### config.mk
export PLATFORM = sky130hd
export DESIGN_NAME = inta_sequencer
export DESIGN_NICKNAME = d
export VERILOG_FILES = /design/src/rtl/inta_sequencer.sv
export SDC_FILE = /design/constraint.sdc
export NUM_CORES = 1
export LEC_CHECK = 0
export CAP_MARGIN = 20
export CORE_MARGIN = 4
export CORE_UTILIZATION = 49
export DETAILED_ROUTE_END_ITERATION = 7
export PLACE_DENSITY = 0.9
export SYNTH_ARGS = -nofsm -noshare
export SYNTH_HDL_FRONTEND = slang
export SYNTH_SLANG_ARGS = --single-unit
### constraint.sdc
create_clock -name clk -period 3.9 [get_ports clk]
set_input_delay 0.78 -clock clk [delete_from_list [all_inputs] [get_ports clk]]
set_output_delay 0.78 -clock clk [all_outputs]
set_load 0.01 [all_outputs]
### src/rtl/inta_sequencer.sv
// CPU-side interrupt-acknowledge sequencer for a cascaded 8259 PIC pair.
// Synchronizes INT_Flag, issues the two-pulse active-low INTA cycle and captures the vector.
module inta_sequencer #(
  parameter int unsigned PULSE_CYCLES = 2,
  parameter int unsigned GAP_CYCLES   = 2
) (
  input  logic       clk,
  input  logic       reset,
  input  logic       INT_Flag,
  input  logic       intr_enable,
  input  logic [7:0] data_Bus,
  output logic       INTA,
  output logic [7:0] vector,
  output logic       vector_valid,
  input  logic       vector_ack,
  output logic       busy
);

  typedef enum logic [2:0] {
    S_IDLE,
    S_PULSE1,
    S_GAP,
    S_PULSE2,
    S_HOLD
  } state_e;

  localparam logic [3:0] PulseLoad = 4'(PULSE_CYCLES - 1);
  localparam logic [3:0] GapLoad   = 4'(GAP_CYCLES - 1);

  state_e     state_q, state_d;
  logic [3:0] cnt_q, cnt_d;
  logic [1:0] sync_q;
  logic       inta_q, inta_d;
  logic [7:0] vector_q, vector_d;
  logic       valid_q, valid_d;
  logic       int_s;

  // INT_Flag comes from another clock domain; only the second flop is ever observed.
  always_ff @(posedge clk or posedge reset) begin
    if (reset) begin
      sync_q <= 2'b00;
    end else begin
      sync_q <= {sync_q[0], INT_Flag};
    end
  end

  assign int_s = sync_q[1];

  // NOTE: every variable gets a default before the case so no path leaves one unassigned,
  // which would otherwise infer a latch.
  always_comb begin
    state_d  = state_q;
    cnt_d    = cnt_q;
    vector_d = vector_q;
    valid_d  = valid_q;

    unique case (state_q)
      S_IDLE: begin
        if (int_s && intr_enable) begin
          state_d = S_PULSE1;
          cnt_d   = PulseLoad;
        end
      end
      S_PULSE1: begin
        if (cnt_q == 4'd0) begin
          state_d = S_GAP;
          cnt_d   = GapLoad;
        end else begin
          cnt_d = cnt_q - 4'd1;
        end
      end
      S_GAP: begin
        if (cnt_q == 4'd0) begin
          state_d = S_PULSE2;
          cnt_d   = PulseLoad;
        end else begin
          cnt_d = cnt_q - 4'd1;
        end
      end
      S_PULSE2: begin
        if (cnt_q == 4'd0) begin
          state_d  = S_HOLD;
          vector_d = data_Bus;
          valid_d  = 1'b1;
        end else begin
          cnt_d = cnt_q - 4'd1;
        end
      end
      S_HOLD: begin
        if (vector_ack && valid_q) begin
          state_d = S_IDLE;
          valid_d = 1'b0;
        end
      end
      default: begin
        state_d = S_IDLE;
      end
    endcase

    // INTA is decoded from the next state so the registered pin changes on the same edge as the state.
    inta_d = !((state_d == S_PULSE1) || (state_d == S_PULSE2));
  end

  // NOTE: sequential state uses non-blocking assignments so every flop samples pre-edge values;
  // the asynchronous reset forces INTA high straight from a flop, so it cannot glitch low.
  always_ff @(posedge clk or posedge reset) begin
    if (reset) begin
      state_q  <= S_IDLE;
      cnt_q    <= 4'd0;
      inta_q   <= 1'b1;
      vector_q <= 8'h00;
      valid_q  <= 1'b0;
    end else begin
      state_q  <= state_d;
      cnt_q    <= cnt_d;
      inta_q   <= inta_d;
      vector_q <= vector_d;
      valid_q  <= valid_d;
    end
  end

  assign INTA         = inta_q;
  assign vector       = vector_q;
  assign vector_valid = valid_q;
  assign busy         = (state_q != S_IDLE);

endmodule

==> results of run 1 <==
==> power by group through the flow <==
stage / clock [uW] / sequential [uW] / combinational, uW
detailed placement: 0 / 349 / 430
CTS: 106 / 345 / 433
global route: 113 / 358 / 470
finish: 101 / 346 / 430
floorplan: 0 / 360 / 263
global placement: 0 / 346 / 420
==> worst register-to-register path, cell delays in order, from the launching register on <==
cell	delay, ps
dfrtp_1	430
inv_1	90
ha_1	150
nor3b_4	330
and3_4	360
mux2_4	320
==> metrics by stage <==
| stage | cells | area [sq um] | power (uW) | util | hold WS [ps] |
|---|---|---|---|---|---|
| 3_5_place_dp | 117 | 1110 | 779 | 0.652 | 339 |
| 2_1_floorplan | 71 | 877 | 622 | - | 331 |
| 6_report | 121 | 1140 | 876 | 0.668 | 363 |
| 3_3_place_gp | 117 | 1110 | 766 | 0.652 | 333 |
| 4_1_cts | 121 | 1140 | 884 | 0.668 | 364 |
| 5_1_grt | 121 | 1140 | 941 | 0.668 | 375 |
==> worst paths after layout <==
kind                       cells after the start                     to  slack, ps            startpoint
hold reg to reg                                0    sync_q[1]$_DFF_PP0_        360   sync_q[0]$_DFF_PP0_
hold / removal                                 0    sync_q[1]$_DFF_PP0_        360   sync_q[0]$_DFF_PP0_
setup reg to reg                               5  vector[2]$_DFFE_PP0P_       2110  cnt_q[0]$_DFFE_PP0P_
min in group asynchronous                      2   cnt_q[3]$_DFFE_PP0P_        890                 reset
max in group asynchronous                      2  vector[3]$_DFFE_PP0P_       2570                 reset
setup / recovery                               3                   busy       1470  state_q[1]$_DFF_PP0_
==> placed cells by master, fill, tap and decap left out, types with 2 or more instances in the layout <==
cell type	Yosys	routed
clkbuf_4	0	3
mux2i_1	2	2
a21oi_1	6	6
dfrtp_1	18	18
clkdlybuf4s50_1	0	23
mux2_4	8	8
inv_1	5	5
nor2_1	5	5
nor3_1	2	2
nand2_1	8	8
ha_1	2	2
o21ai_0	2	2
==> state kept, by name, indices dropped and copies added (netlist names) <==
signal	cells
vector_valid	1
sync_q	2
INTA	1
cnt_q	4
state_q	3
vector	8
==> logic make-up (layout without fill, tap and decap cells) <==
family / count (synthesis) / in the layout
compound gates: 13 / 13
xor+xnor: 1 / 1
fa+ha+maj: 2 / 2
simple gates: 19 / 19
flops: 19 / 19
buf+inv: 7 / 32
mux: 10 / 10
==> area by class of cell <==
| type | count | area (sq um) | area share |
|---|---|---|---|
| Sequential cell | 19 | 477 | 0.418 |
| Multi-Input combinational cell | 45 | 357 | 0.313 |
| Clock inverter | 1 | 5.00 | 0.00439 |
| Timing Repair Buffer | 23 | 230 | 0.202 |
| Tap cell | 25 | 31.3 | 0.0274 |
| Inverter | 5 | 18.8 | 0.0164 |
| Clock buffer | 3 | 22.5 | 0.0197 |
==> per-layer routing <==
layer  share of wire  vias up  global-route usage  wire [um]
met5               0        -                   0          0
met4           0.016        0               0.103         27
met1            0.42      279               0.184        699
met3           0.054        4              0.0326         89
met2            0.51       18               0.254        839
li1                -      291                   -          -
==> impl_metrics.tcl, run 1 <==
set metrics [dict create \
    rsz0062_at_grt "no" \
    clkPwrFrac 0.115 \
    cts-root-buf "clkbuf_4" \
    overflow 0 \
    path_clk_slew_ps 110 \
    synth_compound_area_frac 0.0927 \
    cts_resized 0 \
    cts.sinks 19 \
    end_kind "output pin" \
    synth_simple_gate_area_share 0.116 \
    fin_nets 112 \
    gr-usage-all-layers 0.156 \
    rows 15 \
    viasPerCell 4.89 \
    synthCells 71 \
    post_cts.repair.setup_buffers 0 \
    yosysMostFrequentCell "dfrtp_1" \
    critPathLaunchType "flip-flop" \
    gp_congestion 0.770 \
    ir_worst_vdd_mv 0.365 \
    slew_viol_final 0 \
    synthArstFlopShare 1.00 \
    comb_power_share 0.490 \
    post_drt_wl_per_cell_um 13.7 \
    syn_area_sq_um 877 \
    drive_above_1_share 0.177 \
    yosysSeqAreaShare 0.544 \
    fmax_mhz 411 \
    critPathMaxStageDelay_ps 490 \
    intPower_uw 571 \
    worstSetupPathType "flip-flop to output pin" \
    crit_chain "nor2_1 > nand2_1 > clkdlybuf4s50_1" \
    worstMarginPinSlew_ps 704 \
    pre_cts_slack_ps 1810 \
    area_growth_pct 30.1 \
    synthFlopType "dfrtp_1" \
    io_pins 24 \
    cts_hold_buffers 0 \
    critPathBufInv 1 \
    io_buffer_count 23 \
    synth_common_cells "dfrtp_1, mux2_4, nand2_1, a21oi_1" \
    required_ps 3120 \
    maxCapViolations 0 \
    worst_path_dominant_cell_family "buffers and inverters" \
    drt_iter0_markers 14 \
    seq_power_share 0.395 \
    ant_nets 0 \
    synth-xor-area-share 0.00999 \
    yosysTopAreaCell "dfrtp_1" \
    syn_avg_cell_area_sq_um 12.4 \
    die_h_um 50.3 \
    ys_types 23 \
    grt_pass1_wl_um 2900 \
    grt_pass1_vias 668 \
    yosysTopAreaCellShare 0.514 \
    synthAdderAreaFrac 0.0285 \
    leakage_uw 0.000508 \
    arrival_ps 1650 \
    clock_skew_ps 3.10 \
    clock_latency_ps 300 \
    cts_tree "yes" \
    numCtsBuffers 3 \
    synthesis.nets 86 \
    core-area_sq_mm 0.00171 \
    switchingPower_uw 306 \
    outcome "finished clean" \
    finalHoldViolations 0 \
    clockBufferDepth 2 \
    fin_crit_ps 2430 \
    setup_viol 0 \
    diodes 0 \
    synth_area_leaders "dfrtp_1, mux2_4, a21oi_1" \
    hpwl_um 1230 \
    critical-path-slowest-cell "clkdlybuf4s50_1" \
    grt_antenna_before_repair 0 \
    slew_headroom 0.530 \
    finalWorstSetupSlack_ps 1470 \
    drt_pass1_iterations 4 \
    dr_total_vias 592 \
    final.period_utilization 0.624 \
    cp_max_fo 6 \
    die_w_um 50.3 \
    ys_seq_elements 19 \
    grt_max_degree 20 \
    synth_mux_area_frac 0.160 \
    synth_top_family_by_area "multiplexers" \
    yosysWarnings 0 \
    fillers 123 \
    start_util 0.514 \
    drt_wl_total_um 1660 \
    hp-class "flip-flop to flip-flop" \
    cts_max_level 1 \
    fin_tns_setup_ps 0 \
    dieArea_sq_mm 0.00253 \
    synth_enable_flop_cells 0 \
    drc 0 \
    sw_frac_of_total 0.349 \
    power_density_mw_per_mm2 768 \
]
(Power assumes the default switching activity.)
==> inputs of run 2 (changes only) <==
CORE_UTILIZATION = 41   (was 49)
PLACE_DENSITY = 0.81   (was 0.9)
clock period = 2.15 ns   (was 3.9 ns; I/O delays follow)
==> impl_metrics.tcl, run 2 (synthesis results as in run 1) <==
set metrics [dict create \
    slew_headroom 0.612 \
    die_h_um 54.3 \
    largest_reg_flops 8 \
    power_density_mw_per_mm2 1390 \
    grt_antenna_before_repair 0 \
    use_met2 0.183 \
    mostFrequentLayoutCells "clkdlybuf4s50_1, dfrtp_1, nand2_1, mux2_4, a21oi_1" \
    numCtsBuffers 3 \
    fmax_mhz 492 \
    viasPerCell 4.81 \
    die_w_um 54.3 \
    worstSetupPathType "flip-flop to output pin" \
    cts_max_level 1 \
    finalHoldViolations 0 \
    setup_viol 0 \
    grtUsageMet3 0.0245 \
    path_clk_slew_ps 100 \
    critPathLaunchType "flip-flop" \
    fillers 177 \
    ant_nets 0 \
    drt_wl_total_um 1610 \
    rows 16 \
    io_pins 24 \
    drt_pass1_iterations 4 \
    fin_tns_setup_ps 0 \
    multi_input_area_sq_um 357 \
    area_growth_pct 31.1 \
    critPathMaxStageDelay_ps 480 \
    finalWorstSetupSlack_ps 116 \
    leakage_uw 0.000510 \
    hpwl_um 1240 \
    required_ps 1720 \
    slew_viol_final 0 \
    start_util 0.438 \
    clock_latency_ps 290 \
    end_kind "output pin" \
    gp_congestion 0.760 \
    cts_tree "yes" \
    io_buffer_count 23 \
    clockBufferDepth 2 \
    critical-path-slowest-cell "clkdlybuf4s50_1" \
    drive_above_1_share 0.175 \
    final.period_utilization 0.946 \
    maxCapViolations 0 \
    grt_use_met1 0.141 \
    worst_path_dominant_cell_family "buffers and inverters" \
    diodes 0 \
    grt-busiest-layer "met2" \
    dr_total_vias 596 \
    core-area_sq_mm 0.00200 \
    regArea_sq_um 477 \
    hp-class "flip-flop to flip-flop" \
    final_common_cell "clkdlybuf4s50_1" \
    grt_max_degree 20 \
    worstMarginPinSlew_ps 575 \
    outcome "finished clean" \
    crit_chain "nor2_1 > nand2_1 > clkdlybuf4s50_1" \
    cts.sinks 19 \
    gr-usage-all-layers 0.116 \
    cts-root-buf "clkbuf_4" \
    overflow 0 \
    pre_cts_slack_ps 403 \
    post_drt_wl_per_cell_um 12.9 \
    critPathBufInv 1 \
    cts_hold_buffers 0 \
    arrival_ps 1600 \
    drt_iter0_markers 3 \
    dieArea_sq_mm 0.00294 \
    ir_worst_vdd_mv 0.544 \
    drc 0 \
    fin_crit_ps 2030 \
    cp_max_fo 6 \
    post_cts.repair.setup_buffers 0 \
    grt_pass1_wl_um 2340 \
    cts_resized 0 \
    clock_skew_ps 5.74 \
    grt_pass1_vias 532 \
    rsz0062_at_grt "no" \
    fin_nets 113 \
]
-- run 2: cell types whose count changed in the layout (fill, tap and decap cells not counted), sizes merged --
cell	change
clkbuf	+1
buf	+1
clkinv	-1
-- run 2: metal layers --
metal	vias to the layer above	part of all wire
met2	20	0.48
met3	3	0.059
met5	-	0
met1	281	0.44
met4	0	0.019
li1	292	-
-- run 2: area by class of cell --
cell class,count,share of cell area
Sequential cell,19,0.415
Multi-Input combinational cell,45,0.310
Timing Repair Buffer,24,0.207
Tap cell,27,0.0294
Clock buffer,4,0.0229
Inverter,5,0.0163
-- run 2: path summary, 6_finish.rpt --
check,endpoint,slack [ps],startpoint,cells after the start
setup / recovery,busy,120,state_q[1]$_DFF_PP0_,3
setup reg to reg,vector[4]$_DFFE_PP0P_,390,cnt_q[0]$_DFFE_PP0P_,5
min in group asynchronous,sync_q[1]$_DFF_PP0_,440,reset,3
max in group asynchronous,INTA$_DFF_PP1_,1460,reset,3
hold reg to reg,sync_q[1]$_DFF_PP0_,360,sync_q[0]$_DFF_PP0_,0
hold / removal,sync_q[1]$_DFF_PP0_,360,sync_q[0]$_DFF_PP0_,0
-- run 2: power breakdown --
part           switching [uW]  internal (uW)  total (uW)
registers                 112            514         626
clock network             102           72.2         174
logic                     338            455         793
-- run 2: stage by stage --
stage	hold WS, ps	power (uW)	cell area (sq um)	utilization	instances
floorplan	331	1130	877	-	71
global placement	334	1390	1120	0.561	120
detailed placement	335	1430	1120	0.561	120
CTS	358	1610	1150	0.574	124
global route	366	1700	1150	0.574	124
finish	358	1590	1150	0.574	124
-- run 2: worst register-to-register path, cell delays in order (launching register included) --
cell	delay [ps]
dfrtp_1	420
inv_1	90
ha_1	140
nor3b_4	310
and3_4	350
mux2_4	330
